File: config.mk
export PLATFORM = sky130hd
export DESIGN_NAME = pn_stack_eval_flat
export DESIGN_NICKNAME = d
export VERILOG_FILES = /design/src/rtl/pn_stack_eval_if.sv /design/src/rtl/pn_stack_eval.sv /design/src/flat_wrapper.sv
export SDC_FILE = /design/constraint.sdc
export NUM_CORES = 2
export LEC_CHECK = 0
export CAP_MARGIN = 20
export CORE_AREA = 2 2 230 345
export CTS_CLUSTER_DIAMETER = 50
export CTS_CLUSTER_SIZE = 8
export DETAILED_ROUTE_END_ITERATION = 8
export DIE_AREA = 0 0 232 347
export DONT_BUFFER_PORTS = 1
export GPL_TIMING_DRIVEN = 0
export PLACE_DENSITY = 0.68
export RECOVER_POWER = 25
export REMOVE_ABC_BUFFERS = 1
export SKIP_LAST_GASP = 1
export SYNTH_ARGS = -nofsm -noshare
export SYNTH_HDL_FRONTEND = slang
export SYNTH_SLANG_ARGS = --single-unit
File: constraint.sdc
create_clock -name clk -period 13.2 [get_ports clk]
set_input_delay 2.64 -clock clk [delete_from_list [all_inputs] [get_ports clk]]
set_output_delay 2.64 -clock clk [all_outputs]
set_load 0.05 [all_outputs]
File: src/rtl/pn_stack_eval_if.sv
// Token/result channel of the Polish Notation evaluator.
// The master side is the token source and result sink; the slave side is the evaluator.
interface pn_stack_eval_if #(
    parameter int IN_W  = 3,
    parameter int OUT_W = 32
);
    logic             mode;
    logic             operator;
    logic [IN_W-1:0]  in;
    logic             in_valid;
    logic             in_ready;
    logic             out_valid;
    logic [OUT_W-1:0] out;
    logic             err;

    modport master (
        output mode, operator, in, in_valid,
        input  in_ready, out_valid, out, err
    );

    modport slave (
        input  mode, operator, in, in_valid,
        output in_ready, out_valid, out, err
    );
endinterface

File: src/rtl/pn_stack_eval.sv
// Polish Notation evaluator: buffers one burst of tokens, then runs a stack machine
// one token per cycle in prefix or postfix order, flagging malformed expressions.
module pn_stack_eval #(
    parameter int IN_W    = 3,
    parameter int OUT_W   = 32,
    parameter int MAX_TOK = 16,
    parameter int STK_D   = 9
) (
    input logic           clk,
    input logic           rst_n,
    pn_stack_eval_if.slave bus
);
    localparam int CNT_W = $clog2(MAX_TOK + 1);
    localparam int IDX_W = (MAX_TOK > 1) ? $clog2(MAX_TOK) : 1;
    localparam int SP_W  = $clog2(STK_D + 1);
    localparam int SI_W  = (STK_D > 1) ? $clog2(STK_D) : 1;

    typedef enum logic [1:0] {S_IDLE, S_LOAD, S_EVAL, S_DONE} state_t;
    typedef enum logic [2:0] {
        OP_ADD = 3'd0, OP_SUB = 3'd1, OP_MUL = 3'd2,
        OP_ABSDIFF = 3'd3, OP_MAX = 3'd4, OP_MIN = 3'd5
    } opcode_t;

    state_t           state;
    logic             mode_r;
    logic             ovf_tok;
    logic [CNT_W-1:0] cnt;
    logic [IDX_W-1:0] idx;
    logic [SP_W-1:0]  sp;

    logic                    tok_op  [MAX_TOK];
    logic [IN_W-1:0]         tok_val [MAX_TOK];
    logic signed [OUT_W-1:0] stack   [STK_D];

    // Token capture
    logic             tok_we;
    logic [IDX_W-1:0] tok_wi;
    logic             buf_full;

    assign buf_full = (cnt == CNT_W'(MAX_TOK));
    assign tok_we   = bus.in_valid &&
                      ((state == S_IDLE) || (state == S_LOAD && !buf_full));
    assign tok_wi   = (state == S_IDLE) ? '0 : IDX_W'(cnt);

    // The first evaluation step shares the edge that closes the burst, so an
    // n-token expression finishes n edges after its last token.
    logic             step;
    logic [IDX_W-1:0] cur_idx;
    logic             last_tok;
    logic             cur_op;
    logic [IN_W-1:0]  cur_val;

    assign step     = (state == S_EVAL) || (state == S_LOAD && !bus.in_valid);
    assign cur_idx  = (state == S_LOAD) ? (mode_r ? '0 : IDX_W'(cnt - 1'b1)) : idx;
    assign last_tok = mode_r ? (cur_idx == IDX_W'(cnt - 1'b1)) : (cur_idx == '0);
    assign cur_op   = tok_op[cur_idx];
    assign cur_val  = tok_val[cur_idx];

    // Operand order depends on scan direction: prefix takes op1 from the top.
    logic signed [OUT_W-1:0] top, nxt, op1, op2, alu_res;
    logic                    op_legal;

    assign top = stack[SI_W'(sp - 1'b1)];
    assign nxt = stack[SI_W'(sp - 2'd2)];
    assign op1 = mode_r ? nxt : top;
    assign op2 = mode_r ? top : nxt;

    always_comb begin
        // NOTE: every always_comb output gets a default first so no path infers a latch.
        alu_res  = '0;
        op_legal = 1'b1;
        case (opcode_t'(cur_val[2:0]))
            OP_ADD:     alu_res = op1 + op2;
            OP_SUB:     alu_res = op1 - op2;
            OP_MUL:     alu_res = op1 * op2;
            OP_ABSDIFF: alu_res = (op1 >= op2) ? op1 - op2 : op2 - op1;
            OP_MAX:     alu_res = (op1 >= op2) ? op1 : op2;
            OP_MIN:     alu_res = (op1 <= op2) ? op1 : op2;
            default:    op_legal = 1'b0;
        endcase
    end

    // Stack update and error detection for the token under evaluation
    logic                    wr_en;
    logic [SI_W-1:0]         wr_idx;
    logic signed [OUT_W-1:0] wr_data;
    logic [SP_W-1:0]         sp_nxt;
    logic                    step_err;
    logic signed [OUT_W-1:0] result;
    logic                    done_step;

    always_comb begin
        // NOTE: blocking assignments in combinational logic; state registers use <= only.
        wr_en    = 1'b0;
        wr_idx   = '0;
        wr_data  = '0;
        sp_nxt   = sp;
        step_err = ovf_tok;
        if (!cur_op) begin
            if (sp == SP_W'(STK_D)) begin
                step_err = 1'b1;
            end else begin
                wr_en   = 1'b1;
                wr_idx  = SI_W'(sp);
                wr_data = OUT_W'(cur_val);
                sp_nxt  = sp + 1'b1;
            end
        end else if (sp < SP_W'(2) || !op_legal) begin
            step_err = 1'b1;
        end else begin
            wr_en   = 1'b1;
            wr_idx  = SI_W'(sp - 2'd2);
            wr_data = alu_res;
            sp_nxt  = sp - 1'b1;
        end
        if (last_tok && sp_nxt != SP_W'(1)) begin
            step_err = 1'b1;
        end
    end

    assign result    = (wr_en && wr_idx == '0) ? wr_data : stack[0];
    assign done_step = step && (step_err || last_tok);

    // NOTE: token buffer and stack carry no reset; cnt and sp gate every read.
    always_ff @(posedge clk) begin
        if (tok_we) begin
            tok_op[tok_wi]  <= bus.operator;
            tok_val[tok_wi] <= bus.in;
        end
        if (step && wr_en) begin
            stack[wr_idx] <= wr_data;
        end
    end

    always_ff @(posedge clk or negedge rst_n) begin
        if (!rst_n) begin
            state         <= S_IDLE;
            mode_r        <= 1'b0;
            ovf_tok       <= 1'b0;
            cnt           <= '0;
            idx           <= '0;
            sp            <= '0;
            bus.in_ready  <= 1'b1;
            bus.out_valid <= 1'b0;
            bus.out       <= '0;
            bus.err       <= 1'b0;
        end else begin
            case (state)
                S_IDLE: begin
                    if (bus.in_valid) begin
                        mode_r  <= bus.mode;
                        ovf_tok <= 1'b0;
                        cnt     <= CNT_W'(1);
                        state   <= S_LOAD;
                    end
                end
                S_LOAD, S_EVAL: begin
                    if (step) begin
                        idx          <= mode_r ? cur_idx + 1'b1 : cur_idx - 1'b1;
                        sp           <= sp_nxt;
                        bus.in_ready <= 1'b0;
                        if (done_step) begin
                            state         <= S_DONE;
                            bus.out_valid <= 1'b1;
                            bus.err       <= step_err;
                            bus.out       <= step_err ? '0 : result;
                        end else begin
                            state <= S_EVAL;
                        end
                    end else if (buf_full) begin
                        ovf_tok <= 1'b1;
                    end else begin
                        cnt <= cnt + 1'b1;
                    end
                end
                S_DONE: begin
                    state         <= S_IDLE;
                    bus.in_ready  <= 1'b1;
                    bus.out_valid <= 1'b0;
                    bus.out       <= '0;
                    bus.err       <= 1'b0;
                    sp            <= '0;
                    cnt           <= '0;
                    idx           <= '0;
                end
                default: state <= S_IDLE;
            endcase
        end
    end
endmodule

File: src/flat_wrapper.sv
// flat-port wrapper written by rule: the top's interface ports become plain ports
module pn_stack_eval_flat 
#(
    parameter int IN_W    = 3,
    parameter int OUT_W   = 32,
    parameter int MAX_TOK = 16,
    parameter int STK_D   = 9
)
  (clk, rst_n, bus_mode, bus_operator, bus_in, bus_in_valid, bus_in_ready, bus_out_valid, bus_out, bus_err);
  pn_stack_eval_if #(.IN_W(IN_W), .OUT_W(OUT_W)) bus_i ();
  input logic clk;
  input logic rst_n;
  input wire logic [$bits(bus_i.mode)-1:0] bus_mode;
  input wire logic [$bits(bus_i.operator)-1:0] bus_operator;
  input wire logic [$bits(bus_i.in)-1:0] bus_in;
  input wire logic [$bits(bus_i.in_valid)-1:0] bus_in_valid;
  output wire logic [$bits(bus_i.in_ready)-1:0] bus_in_ready;
  output wire logic [$bits(bus_i.out_valid)-1:0] bus_out_valid;
  output wire logic [$bits(bus_i.out)-1:0] bus_out;
  output wire logic [$bits(bus_i.err)-1:0] bus_err;
  assign bus_i.mode = bus_mode;
  assign bus_i.operator = bus_operator;
  assign bus_i.in = bus_in;
  assign bus_i.in_valid = bus_in_valid;
  assign bus_in_ready = bus_i.in_ready;
  assign bus_out_valid = bus_i.out_valid;
  assign bus_out = bus_i.out;
  assign bus_err = bus_i.err;
  pn_stack_eval #(.IN_W(IN_W), .OUT_W(OUT_W), .MAX_TOK(MAX_TOK), .STK_D(STK_D)) u_core (.clk(clk), .rst_n(rst_n), .bus(bus_i));
endmodule
==> results.cfg <==
[floorplanning]
die_h_um = 347
rows = 125
core_um2 = 77400
die_x_um = 232
ios = 43
dieArea_um2 = 80500
start_util_pct = 53.6

[setup_path]
r2r_cells = 32
arrival_ps = 13060
critical_path_class = register to register
cpMostUsedCell = fa_1
startpoint_type = register
cp.required_ps = 13450
crit_fanout = 38
cp-end-kind = register
slowest_delay_ps = 770
cpMaxStageDelayCell = dfrtp_4

[sta]
layout_setup_ws_ps = 388
setup_viol = 0
tightest_slew_ps = 2370
fmax_mhz = 78.1
slew_viol_final = 27
skew_ps = 16.8
finalHoldViolCount = 0
post-route-min-period_ps = 12810
slew_headroom_pct = -62.2
period_share_pct = 97.1

[final_layout]
seq_area_um2 = 11900
syn2layout_area_growth_pct = 8.70
fillCellCount = 6510
layout_common_cells = 551 x nor2_1, 534 x inv_1, 412 x fa_1
final_common_cell = nor2_1
num-nets-final = 4636
multi_input_area_um2 = 26900
drive_gt1_share_pct = 11.6

[clock_tree]
cts_tree = done
ctsRootBufferMaster = clkbuf_16
cts_buffer_depth = 3
clock_sinks = 404
h-tree-depth = 2
numCtsBuffers = 56
ctsHoldBuffers = 0
clkTransAtPathRegs_ps = 60
clk_latency_ps = 590

[grt]
grt_antenna_before_repair = 0
grt_max_degree = 64
grt_pass1_wl_um = 212000
grt_use_total_pct = 35.8
grt_pass1_vias = 34082
overflow = 0

[drt]
dr.pass1.iters = 6
drc = 0
vias = 32399
drt-total-wl_um = 143000
drt_iter0_drc = 3219
detail_route.wl_per_cell_um = 28.4
vias_per_cell = 6.46
final_antenna_net_count = 0

[min_path]
hold_depth = 2
hold_path.class = register to register

[flow_run]
cap_violations = 1

[placed_design]
gp_congestion = 1.04
hpwl_um = 106000
io_buffers = 0
post-place-ws_ps = -930

[synth]
synth_ff_type = edfxtp_1
yosysTopAreaCell = edfxtp_1
async_flop_share_pct = 12.9
ys_seq_area_share_pct = 28.6
ys_types = 101
synth-seq-cells = 404
syn_area_um2 = 41500
synthTopCellsByArea = edfxtp_1 25%, fa_1 20%, ha_1 7.9%
ys_warn_count = 0
synthCells = 3995
synth_top_area_share_pct = 25.4
synth-edff-count = 352
syn-mean-instance-area_um2 = 10.4

[run_status]
violations = capacitance limit, slew limit
status = finished, violations left
## metal layers
metal,wire length (um),track usage [%],up-vias
li1,-,-,13613
met1,47900,40.4,16365
met2,69800,60.5,1812
met3,11500,5.29,609
met4,13600,27.9,0
met5,0,0,-
## stage by stage
step / instance area (um^2) / hold slack [ps] / setup TNS (ps) / util, % / instances
4_1_cts: 44900 / 535 / 0 / 58.0 / 4993
3_3_place_gp: 41800 / 513 / -3090430 / 54.0 / 4803
6_report: 45100 / 537 / 0 / 58.3 / 5019
3_5_place_dp: 43200 / 518 / -35800 / 55.8 / 4885
2_1_floorplan: 40500 / 474 / -233780 / - / 3787
5_1_grt: 45100 / 582 / -37.5 / 58.3 / 5018
## final timing paths
check	startpoint	to	slack (ps)
worst min register to register	u_core.stack[0][14]	u_core.bus.out[14]	540
worst min-delay path	u_core.stack[0][14]	u_core.bus.out[14]	540
worst max-delay path	u_core.sp[1]	u_core.stack[6][30]	390
worst max register to register	u_core.sp[1]	u_core.stack[6][30]	390
max in group asynchronous	rst_n	u_core.bus.in_ready	11250
min in group asynchronous	rst_n	u_core.cnt[1]	1750
## state kept, by name (all words and copies together) (netlist names)
signal,flops
u_core.sp,4
u_core.idx,4
u_core.mode_r,1
u_core.bus.out,32
u_core.stack,288
u_core.ovf_tok,1
u_core.tok_val,48
u_core.bus.in_ready,1
u_core.tok_op,16
u_core.bus.err,1
u_core.bus.out_valid,1
u_core.state,2
u_core.cnt,5
## what timing repair did
item / in CTS / in global routing
setup buffers: 1 / 19
gates resized for setup: 11 / 9
cloned: 1 / 2
endpoints found under the hold margin: 0 / 0
pin swaps: 0 / 1
setup endpoints to repair: 90 / 68
## synthesized netlist by cell type, drive strengths merged (11+ instances only)
cell,n
a211oi,18
a21o,28
a21oi,177
a221o,22
a221oi,24
a22oi,13
a31o,11
a31oi,18
and2,12
and3,34
buf,97
clkbuf,111
clkinv,13
dfrtp,51
edfxtp,352
fa,412
ha,262
inv,541
mux2,71
mux2i,108
mux4,130
nand2,276
nand2b,27
nand3,32
nor2,557
nor2b,15
nor3,31
nor3b,14
nor4,16
o211ai,16
o21ai,151
o21bai,34
o22ai,37
o31ai,11
xnor2,110
xor2,25
## critical path: cells and delay by family (launching register included)
family,cells,cell delay (ps)
simple gates,1,300
xor+xnor,2,720
mux,2,1060
flops,1,770
buf+inv,9,2120
compound gates,7,2440
fa+ha+maj,11,4910
## final cells by class
cell class	count	share of cell area, %
Antenna cell	1	0.00554
Clock buffer	103	3.54
Clock inverter	3	0.0499
Inverter	554	4.67
Multi-Input combinational cell	2830	59.6
Sequential cell	404	26.3
Tap cell	1016	2.82
Timing Repair Buffer	106	3.01
Timing Repair inverter	2	0.0277
## logic make-up (layout without fill, tap and decap cells)
logic type / Yosys count / in the layout / synth area share (%)
buffers and inverters: 762 / 768 / 7.43
and+or+nand+nor: 1049 / 1049 / 10.9
other: 0 / 1 / 0
DFF: 404 / 404 / 28.6
xor gates and xnor gates: 144 / 145 / 3.39
adders and majority gates: 674 / 674 / 27.8
muxes: 309 / 309 / 11.6
AOI/OAI and AO/OA: 653 / 653 / 10.3
Power is left out: the tool's default activity adds up to more than one toggle a clock period on the data nets, which glitch-free logic cannot reach.
